**config.mk**
```make
export PLATFORM = sky130hd
export DESIGN_NAME = serial_paralelo_rx_l1
export DESIGN_NICKNAME = d
export VERILOG_FILES = /design/src/rtl/serial_paralelo_rx_l1.sv
export SDC_FILE = /design/constraint.sdc
export NUM_CORES = 1
export LEC_CHECK = 0
export ABC_CLOCK_PERIOD_IN_PS = 1800
export CORE_AREA = 8 8 66 68
export CTS_BUF_LIST = sky130_fd_sc_hd__clkbuf_8
export DETAILED_ROUTE_END_ITERATION = 8
export DIE_AREA = 0 0 74 76
export PLACE_DENSITY = 0.54
export SKIP_LAST_GASP = 1
export SYNTH_ARGS = -nofsm -noshare
export SYNTH_HDL_FRONTEND = slang
export SYNTH_SLANG_ARGS = --single-unit
```
**constraint.sdc**
```tcl
create_clock -name clk_32f -period 1.8 [get_ports clk_32f]
set_clock_uncertainty 0.1 [all_clocks]
set_input_delay 0.18 -clock clk_32f [delete_from_list [all_inputs] [get_ports clk_32f]]
set_output_delay 0.18 -clock clk_32f [all_outputs]
set_load 0.1 [all_outputs]
```
**src/rtl/serial_paralelo_rx_l1.sv**
```systemverilog
// Serial-to-parallel receive stage: comma-based byte alignment, lock qualification,
// and payload extraction (IDLE/COMMA fill dropped) for one serial lane.
module serial_paralelo_rx_l1 #(
  parameter logic [7:0]  COMMA      = 8'hBC,
  parameter logic [7:0]  IDLE       = 8'h7C,
  parameter int unsigned LOCK_COUNT = 4
) (
  input  logic       clk_32f,
  input  logic       reset_L,
  input  logic       serial_in,
  output logic [7:0] data_out,
  output logic       valid_out,
  output logic       byte_stb,
  output logic       active
);

  localparam int unsigned CW = $clog2(LOCK_COUNT + 1);

  typedef enum logic [1:0] {HUNT = 2'd0, SYNC = 2'd1, LOCKED = 2'd2} state_t;

  state_t        state_q, state_d;
  logic [7:0]    sr_q, sr_d;
  logic [2:0]    bit_cnt_q, bit_cnt_d;
  logic [CW-1:0] comma_cnt_q, comma_cnt_d;
  logic [7:0]    data_q, data_d;
  logic          valid_q, valid_d;
  logic          stb_q, stb_d;
  logic          active_q, active_d;

  logic [7:0] nb;
  logic       boundary;

  assign nb       = {sr_q[6:0], serial_in};
  assign boundary = (bit_cnt_q == 3'd7);
  assign sr_d     = nb;

  always_ff @(posedge clk_32f) begin
    if (!reset_L) begin
      state_q     <= HUNT;
      sr_q        <= '0;
      bit_cnt_q   <= '0;
      comma_cnt_q <= '0;
      data_q      <= '0;
      valid_q     <= 1'b0;
      stb_q       <= 1'b0;
      active_q    <= 1'b0;
    end else begin
      state_q     <= state_d;
      sr_q        <= sr_d;
      bit_cnt_q   <= bit_cnt_d;
      comma_cnt_q <= comma_cnt_d;
      data_q      <= data_d;
      valid_q     <= valid_d;
      stb_q       <= stb_d;
      active_q    <= active_d;
    end
  end

  // Next state: HUNT slides bit by bit; SYNC/LOCKED only look at byte boundaries.
  always_comb begin
    state_d     = state_q;
    bit_cnt_d   = bit_cnt_q + 3'd1;
    comma_cnt_d = comma_cnt_q;
    case (state_q)
      HUNT: begin
        bit_cnt_d = '0;
        if (nb == COMMA) begin
          comma_cnt_d = CW'(1);
          state_d     = (LOCK_COUNT == 1) ? LOCKED : SYNC;
        end
      end
      SYNC: begin
        if (boundary) begin
          if (nb == COMMA) begin
            comma_cnt_d = comma_cnt_q + CW'(1);
            if (comma_cnt_q == CW'(LOCK_COUNT - 1)) state_d = LOCKED;
          end else begin
            comma_cnt_d = '0;
            state_d     = HUNT;
          end
        end
      end
      LOCKED: ;
      default: begin
        state_d     = HUNT;
        bit_cnt_d   = '0;
        comma_cnt_d = '0;
      end
    endcase
  end

  // Outputs: the lock-completing comma is never forwarded since LOCKED is not yet current.
  always_comb begin
    data_d   = data_q;
    valid_d  = valid_q;
    stb_d    = 1'b0;
    active_d = active_q;
    if (state_q != LOCKED && state_d == LOCKED) active_d = 1'b1;
    if (state_q == LOCKED && boundary) begin
      if (nb == COMMA || nb == IDLE) begin
        valid_d = 1'b0;
      end else begin
        data_d  = nb;
        valid_d = 1'b1;
        stb_d   = 1'b1;
      end
    end
  end

  assign data_out  = data_q;
  assign valid_out = valid_q;
  assign byte_stb  = stb_q;
  assign active    = active_q;

endmodule
```
After elaboration in Yosys (flattened, before gate mapping)
Cells that the tools add are included.

storage, ports and cells
  flip-flop bits (word level) = 26
  input port bits = 3
  output and inout port bits = 11
  word-level logic and storage cells = 41

cells by class
  $add $sub $neg = 2
  equality and inequality tests = 10
  mux-type cells = 10
  bitwise logic cells = 2
  reduce and logical (&&, ||, !) cells = 9

operators by type and width
  cell                                                              number
  3-bit 2-to-1 mux                                                  3
  3-bit one-hot mux with 3 select lines                             1
  8-bit by 7-bit == test with 1-bit output (second input constant)  1
  8-bit == test (second input constant)                             1
  2-bit 2-to-1 mux                                                  4
  3-bit by 1-bit adder with 3-bit output (second input constant)    2
  2-bit != test (second input constant)                             3
  2-bit one-hot mux with 3 select lines                             1
  2-bit AND reduction                                               3
  2-bit == test (second input constant)                             2
  3-bit by 2-bit == test with 1-bit output (second input constant)  1
  3-bit == test (second input constant)                             1
  3-bit AND reduction                                               1
  2-bit by 1-bit == test with 1-bit output (second input constant)  1
  1-bit logical AND                                                 2
  2-bit zero test                                                   1
  1-bit NOT                                                         2
  2-bit OR reduction                                                1
  1-bit logical OR                                                  1
  1-bit 2-to-1 mux                                                  1

Longest topological paths before layout
Gate-level depths: netlist of the first run.

  word-level depth = 7
  gate-level depth with buffers = 7
  gate-level depth less buffers = 6

Worst setup path after synthesis of the first run
No wires, ideal clock.

  kind = register to register
  start = register state_q[1]
  end = register active_q, in the netlist active
  setup time = 0.096 ns
  data arrival time = 1.397 ns
  required time = 1.604 ns
  path slack = 0.207 ns
  stages on the path, launching flop included = 7
  buffers on the path = 0
  clock period less this slack = 1.593 ns
  cells stage by stage = dfxtp_1 > inv_1 > ha_1 > nor2b_1 > nor2_1 > a31oi_1 > o41ai_2

on the way
  longest elaborated chain between the ends = 6
  elaborated cells on any way between the ends = 11
  classes of those cells = eq/ne (4); mux (5); reduce/logical (2)

ends and longest elaborated chain
  element                                RTL line  RTL
  from (decl)                            21        state_t state_q, state_d;
  from (signal assigned)                 48        state_q <= state_d;
  2-bit 2-to-1 mux                       76        if (comma_cnt_q == CW'(LOCK_COUNT - 1)) state_d = LOCKED;
  2-bit 2-to-1 mux                       74        if (nb == COMMA) begin
  2-bit 2-to-1 mux                       73        if (boundary) begin
  2-bit one-hot mux with 3 select lines  64        case (state_q)
  2-bit == test                          98        if (state_q != LOCKED && state_d == LOCKED) active_d = 1'b1;
  1-bit logical AND *                    98
  to (signal assigned)                   55        active_q <= active_d;
  to (decl)                              28        logic active_q, active_d;

Mark *: on every way between the ends. The rest lies on a longest branch, timed or not.
A chain may end at the register's enable or synchronous reset.

Final worst setup path of the first run
  start = register state_q[1]
  end = register data_q[3], in the netlist data_out[3]

on the way
  longest elaborated chain between the ends = 3

ends and longest elaborated chain
  element                        RTL line  RTL
  2-bit == test                  99        if (state_q == LOCKED && boundary) begin
  1-bit logical AND              99
  2-bit AND reduction (no line)  --
  to (signal assigned)           52        data_q <= data_d;
  to (decl)                      25        logic [7:0] data_q, data_d;

Every way passes these cells.

==> impl_results.html, run 1 <==
<table>
<tr><th>Metric</th><th>Value</th></tr>
<tr><th colspan="2">Critical path</th></tr>
<tr><td>Critical R2R Launch</td><td>state_q[1]</td></tr>
<tr><td>Max Fanout on Critical Path</td><td>10</td></tr>
<tr><td>Type of destination of the critical path</td><td>flip-flop</td></tr>
<tr><td>Largest incremental delay on the critical path</td><td>0.43 ns</td></tr>
<tr><td>FF-to-FF path depth</td><td>6</td></tr>
<tr><td>Crit path required time</td><td>1.87 ns</td></tr>
<tr><td>Critical path data arrival time</td><td>1.76 ns</td></tr>
<tr><td>Nature of the critical path startpoint</td><td>flip-flop</td></tr>
<tr><td>Critical-path top delay cell</td><td>dfxtp_1</td></tr>
<tr><td>Cells along the critical path</td><td>ha_1, nand2_1, a41oi_2, buf_12, mux2i_1, nor2b_1</td></tr>
<tr><td>Worst R2R End</td><td>data_out[3]</td></tr>
<tr><td>R2R Setup Slk</td><td>0.11 ns</td></tr>
<tr><td>Start-to-end type of the worst setup path</td><td>reg2reg</td></tr>
<tr><th colspan="2">Global route</th></tr>
<tr><td>First-pass GRT wire length</td><td>3420 um</td></tr>
<tr><td>Initial antenna violation count</td><td>0</td></tr>
<tr><td>Congestion Overflow GR</td><td>0</td></tr>
<tr><td>Pin count of the biggest net entering global routing</td><td>16</td></tr>
<tr><td>All-Layer GR Usage</td><td>7.61%</td></tr>
<tr><td>Number of global-route vias before repair</td><td>747</td></tr>
<tr><th colspan="2">STA</th></tr>
<tr><td>Final max-slew violation count</td><td>0</td></tr>
<tr><td>Relative slew margins</td><td>73.3%</td></tr>
<tr><td>Finish-stage setup viols</td><td>0</td></tr>
<tr><td>Final number of hold-violating endpoints</td><td>0</td></tr>
<tr><td>Setup slack after layout</td><td>0.109 ns</td></tr>
<tr><td>Highest attainable clock frequency</td><td>0.591 GHz</td></tr>
<tr><td>Time the worst path needs with I/O delays and setup</td><td>1.69 ns</td></tr>
<tr><td>Worst-margin pin slew</td><td>0.399 ns</td></tr>
<tr><td>Final total negative setup slack</td><td>0 ns</td></tr>
<tr><td>Setup repair after global routing missed its margin</td><td>false</td></tr>
<tr><td>Crit share post-route</td><td>94.0%</td></tr>
<tr><th colspan="2">Power</th></tr>
<tr><td>Static Leakage</td><td>0.000555 uW</td></tr>
<tr><td>Worst IR Drop VDD</td><td>0.342 mV</td></tr>
<tr><td>Total power divided by cell area</td><td>831 nW/um2</td></tr>
<tr><th colspan="2">Final layout</th></tr>
<tr><td>Commonest cells after routing, fill and taps aside</td><td>dfxtp_1, buf_4, nor2b_1</td></tr>
<tr><td>Area growth from synthesis to layout</td><td>24.5%</td></tr>
<tr><td>Combined flip-flop and latch cell area</td><td>520 um2</td></tr>
<tr><td>Multi-input gate area</td><td>558 um2</td></tr>
<tr><td>Fraction of layout cells with a size suffix above 1</td><td>22.8%</td></tr>
<tr><td>Net count of the finished layout</td><td>135</td></tr>
<tr><td>Layout fillers</td><td>339</td></tr>
<tr><td>Antenna Cells</td><td>0</td></tr>
<tr><td>Leading cell type in the layout, fill and taps excluded</td><td>dfxtp_1</td></tr>
<tr><th colspan="2">Floorplan</th></tr>
<tr><td>Count of standard-cell rows</td><td>22</td></tr>
<tr><td>Area of the die</td><td>5620 um2</td></tr>
<tr><td>Die extent in x</td><td>74 um</td></tr>
<tr><td>Top-Level Pins</td><td>14</td></tr>
<tr><td>Area of the placeable core</td><td>3440 um2</td></tr>
<tr><td>Die Y</td><td>76 um</td></tr>
<tr><td>Starting density of the core</td><td>32.3%</td></tr>
<tr><th colspan="2">Placement</th></tr>
<tr><td>Number of I/O port buffers</td><td>13</td></tr>
<tr><td>Final weighted congestion in routability-driven placement</td><td>0.808</td></tr>
<tr><td>HPWL reported at the end of detailed placement</td><td>1560 um</td></tr>
<tr><td>Place WS</td><td>0.0427 ns</td></tr>
<tr><th colspan="2">CTS</th></tr>
<tr><td>Clock tree from TritonCTS</td><td>done</td></tr>
<tr><td>CTS H-Tree Depth</td><td>1</td></tr>
<tr><td>Cts repair resizes</td><td>0</td></tr>
<tr><td>Total number of clock tree sinks</td><td>26</td></tr>
<tr><td>Clk pin slew, worst setup/hold paths</td><td>0.09 ns</td></tr>
<tr><td>Clk buf depth</td><td>2</td></tr>
<tr><td>Post-CTS Hold Fix Bufs</td><td>0</td></tr>
<tr><td>Source-to-sink clock delay at the later pin of the worst-skew pair</td><td>0.27 ns</td></tr>
<tr><td>Cts bufs inserted</td><td>3</td></tr>
<tr><td>Root buffer cell</td><td>clkbuf_8</td></tr>
<tr><td>Post-CTS setup repair buffer count</td><td>0</td></tr>
<tr><th colspan="2">Yosys</th></tr>
<tr><td>Post-synthesis instance area</td><td>1110 um2</td></tr>
<tr><td>Main combinational cell family by area after synthesis</td><td>simple AND/OR/NAND/NOR gates</td></tr>
<tr><td>Xor/xnor cell area share of the yosys netlist</td><td>0.789%</td></tr>
<tr><td>Number of distinct library cells after synthesis</td><td>30</td></tr>
<tr><td>Syn_area_per_cell</td><td>10.7 um2</td></tr>
<tr><td>Mux share of post-synthesis cell area</td><td>7.22%</td></tr>
<tr><td>Syn_nets</td><td>115</td></tr>
<tr><td>Area share of and/or/nand/nor cells after synthesis</td><td>21.9%</td></tr>
<tr><td>Sequential area share after synthesis</td><td>46.9%</td></tr>
<tr><td>Post-synthesis share of cell area spent on full adders, half adders and majority gates</td><td>9.02%</td></tr>
<tr><td>Compound-gate portion of the synthesized area</td><td>11.2%</td></tr>
<tr><td>Yosys warning total</td><td>0</td></tr>
<tr><td>Flip-flop and latch count after synthesis</td><td>26</td></tr>
<tr><td>Instance count of the mapped netlist</td><td>104</td></tr>
<tr><th colspan="2">Routing</th></tr>
<tr><td>Number of search-and-repair iterations in the first detailed-routing pass</td><td>4</td></tr>
<tr><td>Wire length per cell after detailed routing</td><td>12.2 um</td></tr>
<tr><td>Post-route DRC</td><td>0</td></tr>
<tr><td>Starting DRC count in detailed routing</td><td>30</td></tr>
<tr><td>Wire length after detailed routing</td><td>2080 um</td></tr>
<tr><td>Number of vias per cell</td><td>4.66</td></tr>
<tr><td>Number of vias in the routed layout</td><td>797</td></tr>
<tr><td>Post-DRT Antenna Nets</td><td>0</td></tr>
<tr><th colspan="2">Min path</th></tr>
<tr><td>WHS Endpoint</td><td>bit_cnt_q[0]</td></tr>
<tr><td>Kind of path behind the tightest hold check</td><td>reg2reg</td></tr>
<tr><td>Start point of the worst hold path</td><td>bit_cnt_q[0]</td></tr>
<tr><td>Hold path depth</td><td>1</td></tr>
<tr><th colspan="2">Run status</th></tr>
<tr><td>Result of the run</td><td>complete, no violations</td></tr>
<tr><th colspan="2">Flow run</th></tr>
<tr><td>Count of max-cap constraint violations</td><td>0</td></tr>
</table>
[layout make-up]
cell class | count | area share [%]
multi-input cells | 70 | 40.4
flip-flops and latches | 26 | 37.7
repair buffers | 18 | 11.1
well taps | 48 | 4.35
clock buffers | 3 | 2.99
clock inverters | 1 | 2.17
inverters | 5 | 1.36
[worst max-delay path by stage]
stage / start / depth (start not counted) / to
after floorplan: state_q[1] / 6 / active
after global placement: serial_in / 6 / data_out[1]
after detailed placement: serial_in / 6 / data_out[7]
after CTS: state_q[0] / 7 / data_out[3]
after global routing: state_q[0] / 7 / data_out[3]
final: state_q[1] / 6 / data_out[3]
[kinds of logic (layout without fill, tap and decap cells)]
family,count (synthesis),after routing
multiplexers,8,8
adder cells (fa/ha/maj),8,8
buffers and inverters,8,27
flip-flops,26,26
AND/OR/NAND/NOR,36,36
AO/OA/AOI/OAI,17,17
XOR/XNOR,1,1
[synthesized netlist by cell type]
master / number / area [um2]
a21oi_1: 5 / 25.0
and3_1: 2 / 12.5
nand4b_1: 3 / 26.3
clkbuf_1: 2 / 7.51
inv_1: 5 / 18.8
buf_4: 1 / 7.51
a41oi_2: 1 / 16.3
o21ai_0: 3 / 15.0
and2_1: 7 / 43.8
nand2_1: 3 / 11.3
nor2b_1: 11 / 68.8
nor2_1: 2 / 7.51
mux2i_1: 8 / 80.1
and4b_4: 1 / 13.8
o41ai_2: 1 / 16.3
nor3b_1: 1 / 7.51
xor2_1: 1 / 8.76
or2_2: 1 / 6.26
and4bb_4: 1 / 16.3
dfxtp_1: 26 / 521
ha_1: 8 / 100
nand4_1: 1 / 6.26
a211oi_1: 1 / 7.51
and2_2: 1 / 7.51
and2_4: 1 / 8.76
nand2b_1: 1 / 6.26
a311oi_1: 1 / 8.76
o21a_1: 1 / 7.51
a21boi_0: 2 / 15.0
a31oi_1: 2 / 12.5
[per-layer routing]
metal	share of wire, %	vias up	GRT usage (%)
met3	5.6	6	1.97
met1	44	367	9.28
met2	49	25	11.6
met5	0	-	0
met4	1.8	0	4.20
li1	-	399	-
[critical path: cells and delay by family, from the launching register on]
family          cells  cell delay [ns]
flops               1             0.43
fa+ha+maj           1             0.30
compound gates      1             0.22
simple gates        2             0.19
mux                 1             0.19
buf+inv             1             0.17
[power by group]
| part | leakage [uW] | switching, uW | total, uW | internal, uW |
|---|---|---|---|---|
| Sequential | 0.000210 | 7.69 | 591 | 584 |
| Clock | 0.0000357 | 181 | 479 | 297 |
| Combinational | 0.000310 | 46.8 | 78.0 | 31.2 |
[metrics by stage]
step           utilization [%]  hold WS, ns  instance area (um2)  power, uW  instances
2_1_floorplan                -        0.202                 1110        656        104
3_3_place_gp              38.0        0.304                 1310        680        167
3_5_place_dp              38.0        0.312                 1310        682        167
4_1_cts                   40.1        0.326                 1380       1170        171
5_1_grt                   40.1        0.359                 1380       1200        171
6_report                  40.1        0.320                 1380       1150        171
[flip-flops by register name (all words and copies together) (netlist names)]
signal	flops
valid_out	1
state_q	2
sr_q	7
bit_cnt_q	3
active	1
comma_cnt_q	3
byte_stb	1
data_out	8
(Power assumes the default switching activity.)
==> run 2: changes to the inputs <==
--- a/config.mk
+++ b/config.mk
@@ -11,6 +11,7 @@
 export DETAILED_ROUTE_END_ITERATION = 8
 export DIE_AREA = 0 0 74 76
 export PLACE_DENSITY = 0.54
+export SETUP_SLACK_MARGIN = 0.02
 export SKIP_LAST_GASP = 1
 export SYNTH_ARGS = -nofsm -noshare
 export SYNTH_HDL_FRONTEND = slang
==> run 2 against run 1 <==
  * Global-route usage stayed put
  * First-iteration DRC count down 6.7%
  * Register-to-register slack better by 0.02 ns
  * Critical path depth unchanged
  * Core utilization up 0.073 points
  * Sequential cell count did not move
  * Combinational power grew 0.5%
==> impl_results.html, run 2 (same netlist as run 1, synthesis figures left out) <==
<table>
<tr><th>Metric</th><th>Value</th></tr>
<tr><th colspan="2">Global route</th></tr>
<tr><td>Pin count of the biggest net entering global routing</td><td>16</td></tr>
<tr><td>First-pass GRT wire length</td><td>3420 um</td></tr>
<tr><td>Congestion Overflow GR</td><td>0</td></tr>
<tr><td>Number of global-route vias before repair</td><td>747</td></tr>
<tr><td>Initial antenna violation count</td><td>0</td></tr>
<tr><td>All-Layer GR Usage</td><td>7.61%</td></tr>
<tr><th colspan="2">Critical path</th></tr>
<tr><td>FF-to-FF path depth</td><td>6</td></tr>
<tr><td>Crit path required time</td><td>1.86 ns</td></tr>
<tr><td>Nature of the critical path startpoint</td><td>flip-flop</td></tr>
<tr><td>Timing startpoint of the critical path</td><td>state_q[1]</td></tr>
<tr><td>Worst R2R End</td><td>comma_cnt_q[0]</td></tr>
<tr><td>R2R Setup Slk</td><td>0.13 ns</td></tr>
<tr><td>Start-to-end type of the worst setup path</td><td>reg2reg</td></tr>
<tr><td>Timing endpoint of the critical path</td><td>comma_cnt_q[0]</td></tr>
<tr><td>Type of destination of the critical path</td><td>flip-flop</td></tr>
<tr><td>Critical path data arrival time</td><td>1.74 ns</td></tr>
<tr><td>Critical R2R Launch</td><td>state_q[1]</td></tr>
<tr><td>Max Fanout on Critical Path</td><td>5</td></tr>
<tr><th colspan="2">Final layout</th></tr>
<tr><td>Area growth from synthesis to layout</td><td>24.7%</td></tr>
<tr><td>Net count of the finished layout</td><td>135</td></tr>
<tr><td>Antenna Cells</td><td>0</td></tr>
<tr><td>Commonest cells after routing, fill and taps aside</td><td>dfxtp_1, buf_4, nor2b_1</td></tr>
<tr><td>Number of flip-flops under the largest register name</td><td>8</td></tr>
<tr><td>Fraction of layout cells with a size suffix above 1</td><td>23.6%</td></tr>
<tr><td>Finished Core Util</td><td>40.2%</td></tr>
<tr><td>Final non-filler cell area</td><td>1380 um2</td></tr>
<tr><td>Leading cell type in the layout, fill and taps excluded</td><td>dfxtp_1</td></tr>
<tr><td>Layout Cells excl Fill</td><td>171</td></tr>
<tr><th colspan="2">STA</th></tr>
<tr><td>Crit share post-route</td><td>93.0%</td></tr>
<tr><td>Time the worst path needs with I/O delays and setup</td><td>1.67 ns</td></tr>
<tr><td>Setup slack after layout</td><td>0.126 ns</td></tr>
<tr><td>Relative slew margins</td><td>73.2%</td></tr>
<tr><td>Final number of hold-violating endpoints</td><td>0</td></tr>
<tr><td>Final total negative setup slack</td><td>0 ns</td></tr>
<tr><td>Highest attainable clock frequency</td><td>0.598 GHz</td></tr>
<tr><td>Final max-slew violation count</td><td>0</td></tr>
<tr><td>Worst-margin pin slew</td><td>0.401 ns</td></tr>
<tr><td>Setup repair after global routing missed its margin</td><td>true</td></tr>
<tr><td>Finish-stage setup viols</td><td>0</td></tr>
<tr><th colspan="2">Placement</th></tr>
<tr><td>HPWL reported at the end of detailed placement</td><td>1560 um</td></tr>
<tr><td>Final weighted congestion in routability-driven placement</td><td>0.808</td></tr>
<tr><td>Area of placed instances</td><td>1310 um2</td></tr>
<tr><td>Number of I/O port buffers</td><td>13</td></tr>
<tr><td>Place WS</td><td>0.0427 ns</td></tr>
<tr><td>Number of placed cells counting well taps</td><td>167</td></tr>
<tr><th colspan="2">Routing</th></tr>
<tr><td>Wire length after detailed routing</td><td>2070 um</td></tr>
<tr><td>Starting DRC count in detailed routing</td><td>28</td></tr>
<tr><td>Number of search-and-repair iterations in the first detailed-routing pass</td><td>4</td></tr>
<tr><td>Wire length per cell after detailed routing</td><td>12.1 um</td></tr>
<tr><td>Number of vias in the routed layout</td><td>792</td></tr>
<tr><td>Number of vias per cell</td><td>4.63</td></tr>
<tr><td>Post-DRT Antenna Nets</td><td>0</td></tr>
<tr><td>Post-route DRC</td><td>0</td></tr>
<tr><th colspan="2">CTS</th></tr>
<tr><td>Clk pin slew, worst setup/hold paths</td><td>0.09 ns</td></tr>
<tr><td>Total number of clock tree sinks</td><td>26</td></tr>
<tr><td>Root buffer cell</td><td>clkbuf_8</td></tr>
<tr><td>Cts bufs inserted</td><td>3</td></tr>
<tr><td>Post-CTS setup repair buffer count</td><td>0</td></tr>
<tr><td>Source-to-sink clock delay at the later pin of the worst-skew pair</td><td>0.27 ns</td></tr>
<tr><td>Clk buf depth</td><td>2</td></tr>
<tr><td>Cts repair resizes</td><td>0</td></tr>
<tr><td>CTS H-Tree Depth</td><td>1</td></tr>
<tr><td>Clock tree from TritonCTS</td><td>done</td></tr>
<tr><td>Post-CTS Hold Fix Bufs</td><td>0</td></tr>
<tr><th colspan="2">Floorplan</th></tr>
<tr><td>Top-Level Pins</td><td>14</td></tr>
<tr><td>Die Y</td><td>76 um</td></tr>
<tr><td>Starting density of the core</td><td>32.3%</td></tr>
<tr><td>Die extent in x</td><td>74 um</td></tr>
<tr><td>Area of the placeable core</td><td>3440 um2</td></tr>
<tr><td>Count of standard-cell rows</td><td>22</td></tr>
<tr><td>Area of the die</td><td>5620 um2</td></tr>
<tr><th colspan="2">Run status</th></tr>
<tr><td>Result of the run</td><td>complete, no violations</td></tr>
<tr><th colspan="2">Min path</th></tr>
<tr><td>Kind of path behind the tightest hold check</td><td>reg2reg</td></tr>
<tr><th colspan="2">Power</th></tr>
<tr><td>Worst IR Drop VDD</td><td>0.342 mV</td></tr>
<tr><td>Static Leakage</td><td>0.000554 uW</td></tr>
<tr><td>Total power divided by cell area</td><td>829 nW/um2</td></tr>
<tr><th colspan="2">Flow run</th></tr>
<tr><td>Count of max-cap constraint violations</td><td>0</td></tr>
</table>
-- run 2: worst min-delay path by stage --
| stage | startpoint | endpoint | slack, ns | cells past startpoint |
|---|---|---|---|---|
| floorplan | serial_in | sr_q[0] | 0.20 | 1 |
| global placement | bit_cnt_q[0] | bit_cnt_q[0] | 0.30 | 1 |
| detailed placement | bit_cnt_q[0] | bit_cnt_q[0] | 0.31 | 1 |
| CTS | bit_cnt_q[0] | bit_cnt_q[0] | 0.33 | 1 |
| global route | bit_cnt_q[0] | bit_cnt_q[0] | 0.36 | 1 |
| finish | bit_cnt_q[0] | bit_cnt_q[0] | 0.32 | 1 |
-- run 2: worst max-delay path: stages, from the launching register on --
cell	delay, ns
dfxtp_1	0.43
inv_1	0.09
ha_1	0.19
nor2b_2	0.16
or2_2	0.30
a211oi_1	0.24
nor3b_1	0.07
-- run 2: area by class of cell --
class	instances	area [um2]
Sequential cell	26	520
Fill cell	338	2060
Clock inverter	1	30.0
Clock buffer	3	41.3
Tap cell	48	60.1
Multi-Input combinational cell	70	561
Timing Repair Buffer	18	153
Inverter	5	18.8
-- run 2: power by group --
part | switching (uW) | leakage, uW | total, uW | internal [uW]
Combinational | 46.7 | 0.000308 | 78.4 | 31.7
Clock | 180 | 0.0000357 | 477 | 297
Sequential | 7.73 | 0.000210 | 591 | 584
Total | 234 | 0.000554 | 1150 | 913
-- run 2: metal layers --
metal	GRT usage, %	part of all wire [%]
met5	0	0
met4	4.20	1.7
met3	1.97	5.3
met2	11.6	49
met1	9.28	44
-- run 2: stage by stage --
step | hold slack (ns) | power (uW)
5_1_grt | 0.359 | 1200
2_1_floorplan | 0.202 | 656
4_1_cts | 0.326 | 1170
3_3_place_gp | 0.304 | 680
3_5_place_dp | 0.312 | 682
6_report | 0.319 | 1150
==> run 3: changes to the inputs <==
--- a/config.mk
+++ b/config.mk
@@ -6,10 +6,10 @@
 export NUM_CORES = 1
 export LEC_CHECK = 0
 export ABC_CLOCK_PERIOD_IN_PS = 1800
-export CORE_AREA = 8 8 66 68
+export CORE_AREA = 5 5 63 65
 export CTS_BUF_LIST = sky130_fd_sc_hd__clkbuf_8
 export DETAILED_ROUTE_END_ITERATION = 8
-export DIE_AREA = 0 0 74 76
+export DIE_AREA = 0 0 68 70
 export PLACE_DENSITY = 0.54
 export SETUP_SLACK_MARGIN = 0.02
 export SKIP_LAST_GASP = 1
==> run 3 against run 2 <==
  * Critical path depth unchanged
  * Global-route usage up 2.6 points
  * Hold slack barely moved
  * Sequential cell count unchanged
  * Total power is 0.65% higher
  * Highest routed layer unchanged
==> impl_results.html, run 3 (same netlist as run 1, synthesis figures left out) <==
<table>
<tr><th>Metric</th><th>Value</th></tr>
<tr><th colspan="2">Critical path</th></tr>
<tr><td>Start-to-end type of the worst setup path</td><td>reg2reg</td></tr>
<tr><td>CP Depth</td><td>6</td></tr>
<tr><td>Number of buffer and inverter stages on the critical path</td><td>0</td></tr>
<tr><td>Critical path data arrival time</td><td>1.77 ns</td></tr>
<tr><td>Timing startpoint of the critical path</td><td>bit_cnt_q[0]</td></tr>
<tr><td>Most common cell type on the critical path</td><td>ha_1</td></tr>
<tr><td>Cells along the critical path</td><td>ha_1, ha_1, nor2b_1, o21ai_0, o21a_1, o41ai_2</td></tr>
<tr><td>Critical R2R Launch</td><td>bit_cnt_q[0]</td></tr>
<tr><td>Type of destination of the critical path</td><td>flip-flop</td></tr>
<tr><td>Critical-path top delay cell</td><td>dfxtp_1</td></tr>
<tr><td>Top Family by Delay on Critical Path</td><td>compound AO/OA/AOI/OAI gates</td></tr>
<tr><td>Crit path required time</td><td>1.88 ns</td></tr>
<tr><td>FF-to-FF path depth</td><td>6</td></tr>
<tr><td>Nature of the critical path startpoint</td><td>flip-flop</td></tr>
<tr><td>Max Fanout on Critical Path</td><td>3</td></tr>
<tr><td>Largest incremental delay on the critical path</td><td>0.32 ns</td></tr>
<tr><th colspan="2">Global route</th></tr>
<tr><td>First-pass GRT wire length</td><td>3780 um</td></tr>
<tr><td>Initial antenna violation count</td><td>0</td></tr>
<tr><td>All-Layer GR Usage</td><td>10.2%</td></tr>
<tr><td>Number of global-route vias before repair</td><td>818</td></tr>
<tr><td>Congestion Overflow GR</td><td>0</td></tr>
<tr><td>Pin count of the biggest net entering global routing</td><td>16</td></tr>
<tr><th colspan="2">Routing</th></tr>
<tr><td>Number of vias in the routed layout</td><td>782</td></tr>
<tr><td>Number of search-and-repair iterations in the first detailed-routing pass</td><td>4</td></tr>
<tr><td>Starting DRC count in detailed routing</td><td>2</td></tr>
<tr><td>Wire length per cell after detailed routing</td><td>12.6 um</td></tr>
<tr><td>Post-route DRC</td><td>0</td></tr>
<tr><td>Number of vias per cell</td><td>4.57</td></tr>
<tr><td>Wire length after detailed routing</td><td>2150 um</td></tr>
<tr><td>Post-DRT Antenna Nets</td><td>0</td></tr>
<tr><th colspan="2">STA</th></tr>
<tr><td>Worst-margin pin slew</td><td>0.282 ns</td></tr>
<tr><td>Relative slew margins</td><td>81.3%</td></tr>
<tr><td>Time the worst path needs with I/O delays and setup</td><td>1.69 ns</td></tr>
<tr><td>Crit share post-route</td><td>93.7%</td></tr>
<tr><td>Setup repair after global routing missed its margin</td><td>false</td></tr>
<tr><td>Final total negative setup slack</td><td>0 ns</td></tr>
<tr><td>Highest attainable clock frequency</td><td>0.593 GHz</td></tr>
<tr><td>Final number of hold-violating endpoints</td><td>0</td></tr>
<tr><td>Finish-stage setup viols</td><td>0</td></tr>
<tr><td>Hold Slack</td><td>0.320 ns</td></tr>
<tr><td>Final max-slew violation count</td><td>0</td></tr>
<tr><th colspan="2">Power</th></tr>
<tr><td>Cell-internal power</td><td>914 uW</td></tr>
<tr><td>Total power divided by cell area</td><td>835 nW/um2</td></tr>
<tr><td>Worst IR Drop VDD</td><td>0.455 mV</td></tr>
<tr><td>Clock Power Share</td><td>41.8%</td></tr>
<tr><td>Combinational power share</td><td>6.9%</td></tr>
<tr><td>Sequential group share of total power</td><td>51.3%</td></tr>
<tr><td>Sw Ratio</td><td>20.9%</td></tr>
<tr><td>Net Sw Power</td><td>241 uW</td></tr>
<tr><td>Static Leakage</td><td>0.000563 uW</td></tr>
<tr><th colspan="2">Min path</th></tr>
<tr><td>Kind of path behind the tightest hold check</td><td>reg2reg</td></tr>
<tr><td>Start point of the worst hold path</td><td>bit_cnt_q[0]</td></tr>
<tr><td>Hold path depth</td><td>1</td></tr>
<tr><th colspan="2">CTS</th></tr>
<tr><td>Clk pin slew, worst setup/hold paths</td><td>0.09 ns</td></tr>
<tr><td>CTS H-Tree Depth</td><td>1</td></tr>
<tr><td>Source-to-sink clock delay at the later pin of the worst-skew pair</td><td>0.27 ns</td></tr>
<tr><td>Cts repair resizes</td><td>0</td></tr>
<tr><td>Post-CTS Hold Fix Bufs</td><td>0</td></tr>
<tr><td>Total number of clock tree sinks</td><td>26</td></tr>
<tr><td>Clk buf depth</td><td>2</td></tr>
<tr><td>Root buffer cell</td><td>clkbuf_8</td></tr>
<tr><td>Cts bufs inserted</td><td>3</td></tr>
<tr><td>Clock tree from TritonCTS</td><td>done</td></tr>
<tr><td>Post-CTS setup repair buffer count</td><td>0</td></tr>
<tr><th colspan="2">Final layout</th></tr>
<tr><td>Number of flip-flops under the largest register name</td><td>8</td></tr>
<tr><td>Fraction of layout cells with a size suffix above 1</td><td>24.8%</td></tr>
<tr><td>Finished Core Util</td><td>42.1%</td></tr>
<tr><td>Leading cell type in the layout, fill and taps excluded</td><td>dfxtp_1</td></tr>
<tr><td>Antenna Cells</td><td>0</td></tr>
<tr><td>Area growth from synthesis to layout</td><td>24.6%</td></tr>
<tr><td>Net count of the finished layout</td><td>137</td></tr>
<tr><td>Final non-filler cell area</td><td>1380 um2</td></tr>
<tr><td>Commonest cells after routing, fill and taps aside</td><td>dfxtp_1, buf_4, nor2b_1</td></tr>
<tr><th colspan="2">Placement</th></tr>
<tr><td>Final weighted congestion in routability-driven placement</td><td>0.850</td></tr>
<tr><td>Area of placed instances</td><td>1310 um2</td></tr>
<tr><td>HPWL reported at the end of detailed placement</td><td>1660 um</td></tr>
<tr><td>Number of I/O port buffers</td><td>13</td></tr>
<tr><th colspan="2">Floorplan</th></tr>
<tr><td>Die extent in x</td><td>68 um</td></tr>
<tr><td>Starting density of the core</td><td>33.8%</td></tr>
<tr><td>Area of the placeable core</td><td>3280 um2</td></tr>
<tr><td>Die Y</td><td>70 um</td></tr>
<tr><td>Area of the die</td><td>4760 um2</td></tr>
<tr><td>Count of standard-cell rows</td><td>21</td></tr>
<tr><td>Top-Level Pins</td><td>14</td></tr>
<tr><th colspan="2">Run status</th></tr>
<tr><td>Result of the run</td><td>complete, no violations</td></tr>
<tr><th colspan="2">Flow run</th></tr>
<tr><td>Count of max-cap constraint violations</td><td>0</td></tr>
</table>
## run 3: through the flow
stage / total power, uW / setup slack [ns] / std cells
after floorplan: 656 / 0.207 / 104
after global placement: 682 / 0.0502 / 167
after detailed placement: 684 / 0.0203 / 167
after CTS: 1170 / 0.0851 / 171
after global routing: 1200 / 0.0509 / 171
final: 1150 / 0.113 / 171
## run 3: area by class of cell
type	instances	area, um2
multi-input cells	70	558
well taps	46	57.6
repair buffers	20	155
clock buffers	3	41.3
flip-flops and latches	26	522
inverters	5	18.8
fillers	336	1900
clock inverters	1	30.0
## run 3: worst reg2reg max path, delay by kind of cell, from the launching register on
| kind | cells | cell delay, ns |
|---|---|---|
| and+or+nand+nor | 1 | 0.19 |
| adders and majority gates | 2 | 0.41 |
| DFF | 1 | 0.32 |
| AOI/OAI and AO/OA | 3 | 0.58 |
## run 3: worst paths after layout
check | to | slack [ns]
worst max-delay path | active | 0.11
worst min-delay path | bit_cnt_q[0] | 0.32
worst max register to register | active | 0.11
worst min register to register | bit_cnt_q[0] | 0.32
## run 3: power groups by stage
stage | Clock, uW | Sequential [uW] | Combinational (uW)
floorplan | 0 | 618 | 38.0
global placement | 0 | 604 | 77.4
detailed placement | 0 | 605 | 78.8
CTS | 499 | 592 | 79.2
global route | 519 | 593 | 86.3
finish | 483 | 592 | 79.5
## run 3: metal layers
| metal | global-route usage, % | vias to the layer above | part of all wire, % |
|---|---|---|---|
| li1 | - | 402 | - |
| met5 | 0 | - | 0 |
| met4 | 2.65 | 0 | 0.88 |
| met1 | 13.1 | 362 | 47 |
| met2 | 16.0 | 15 | 48 |
| met3 | 3.69 | 3 | 4.9 |
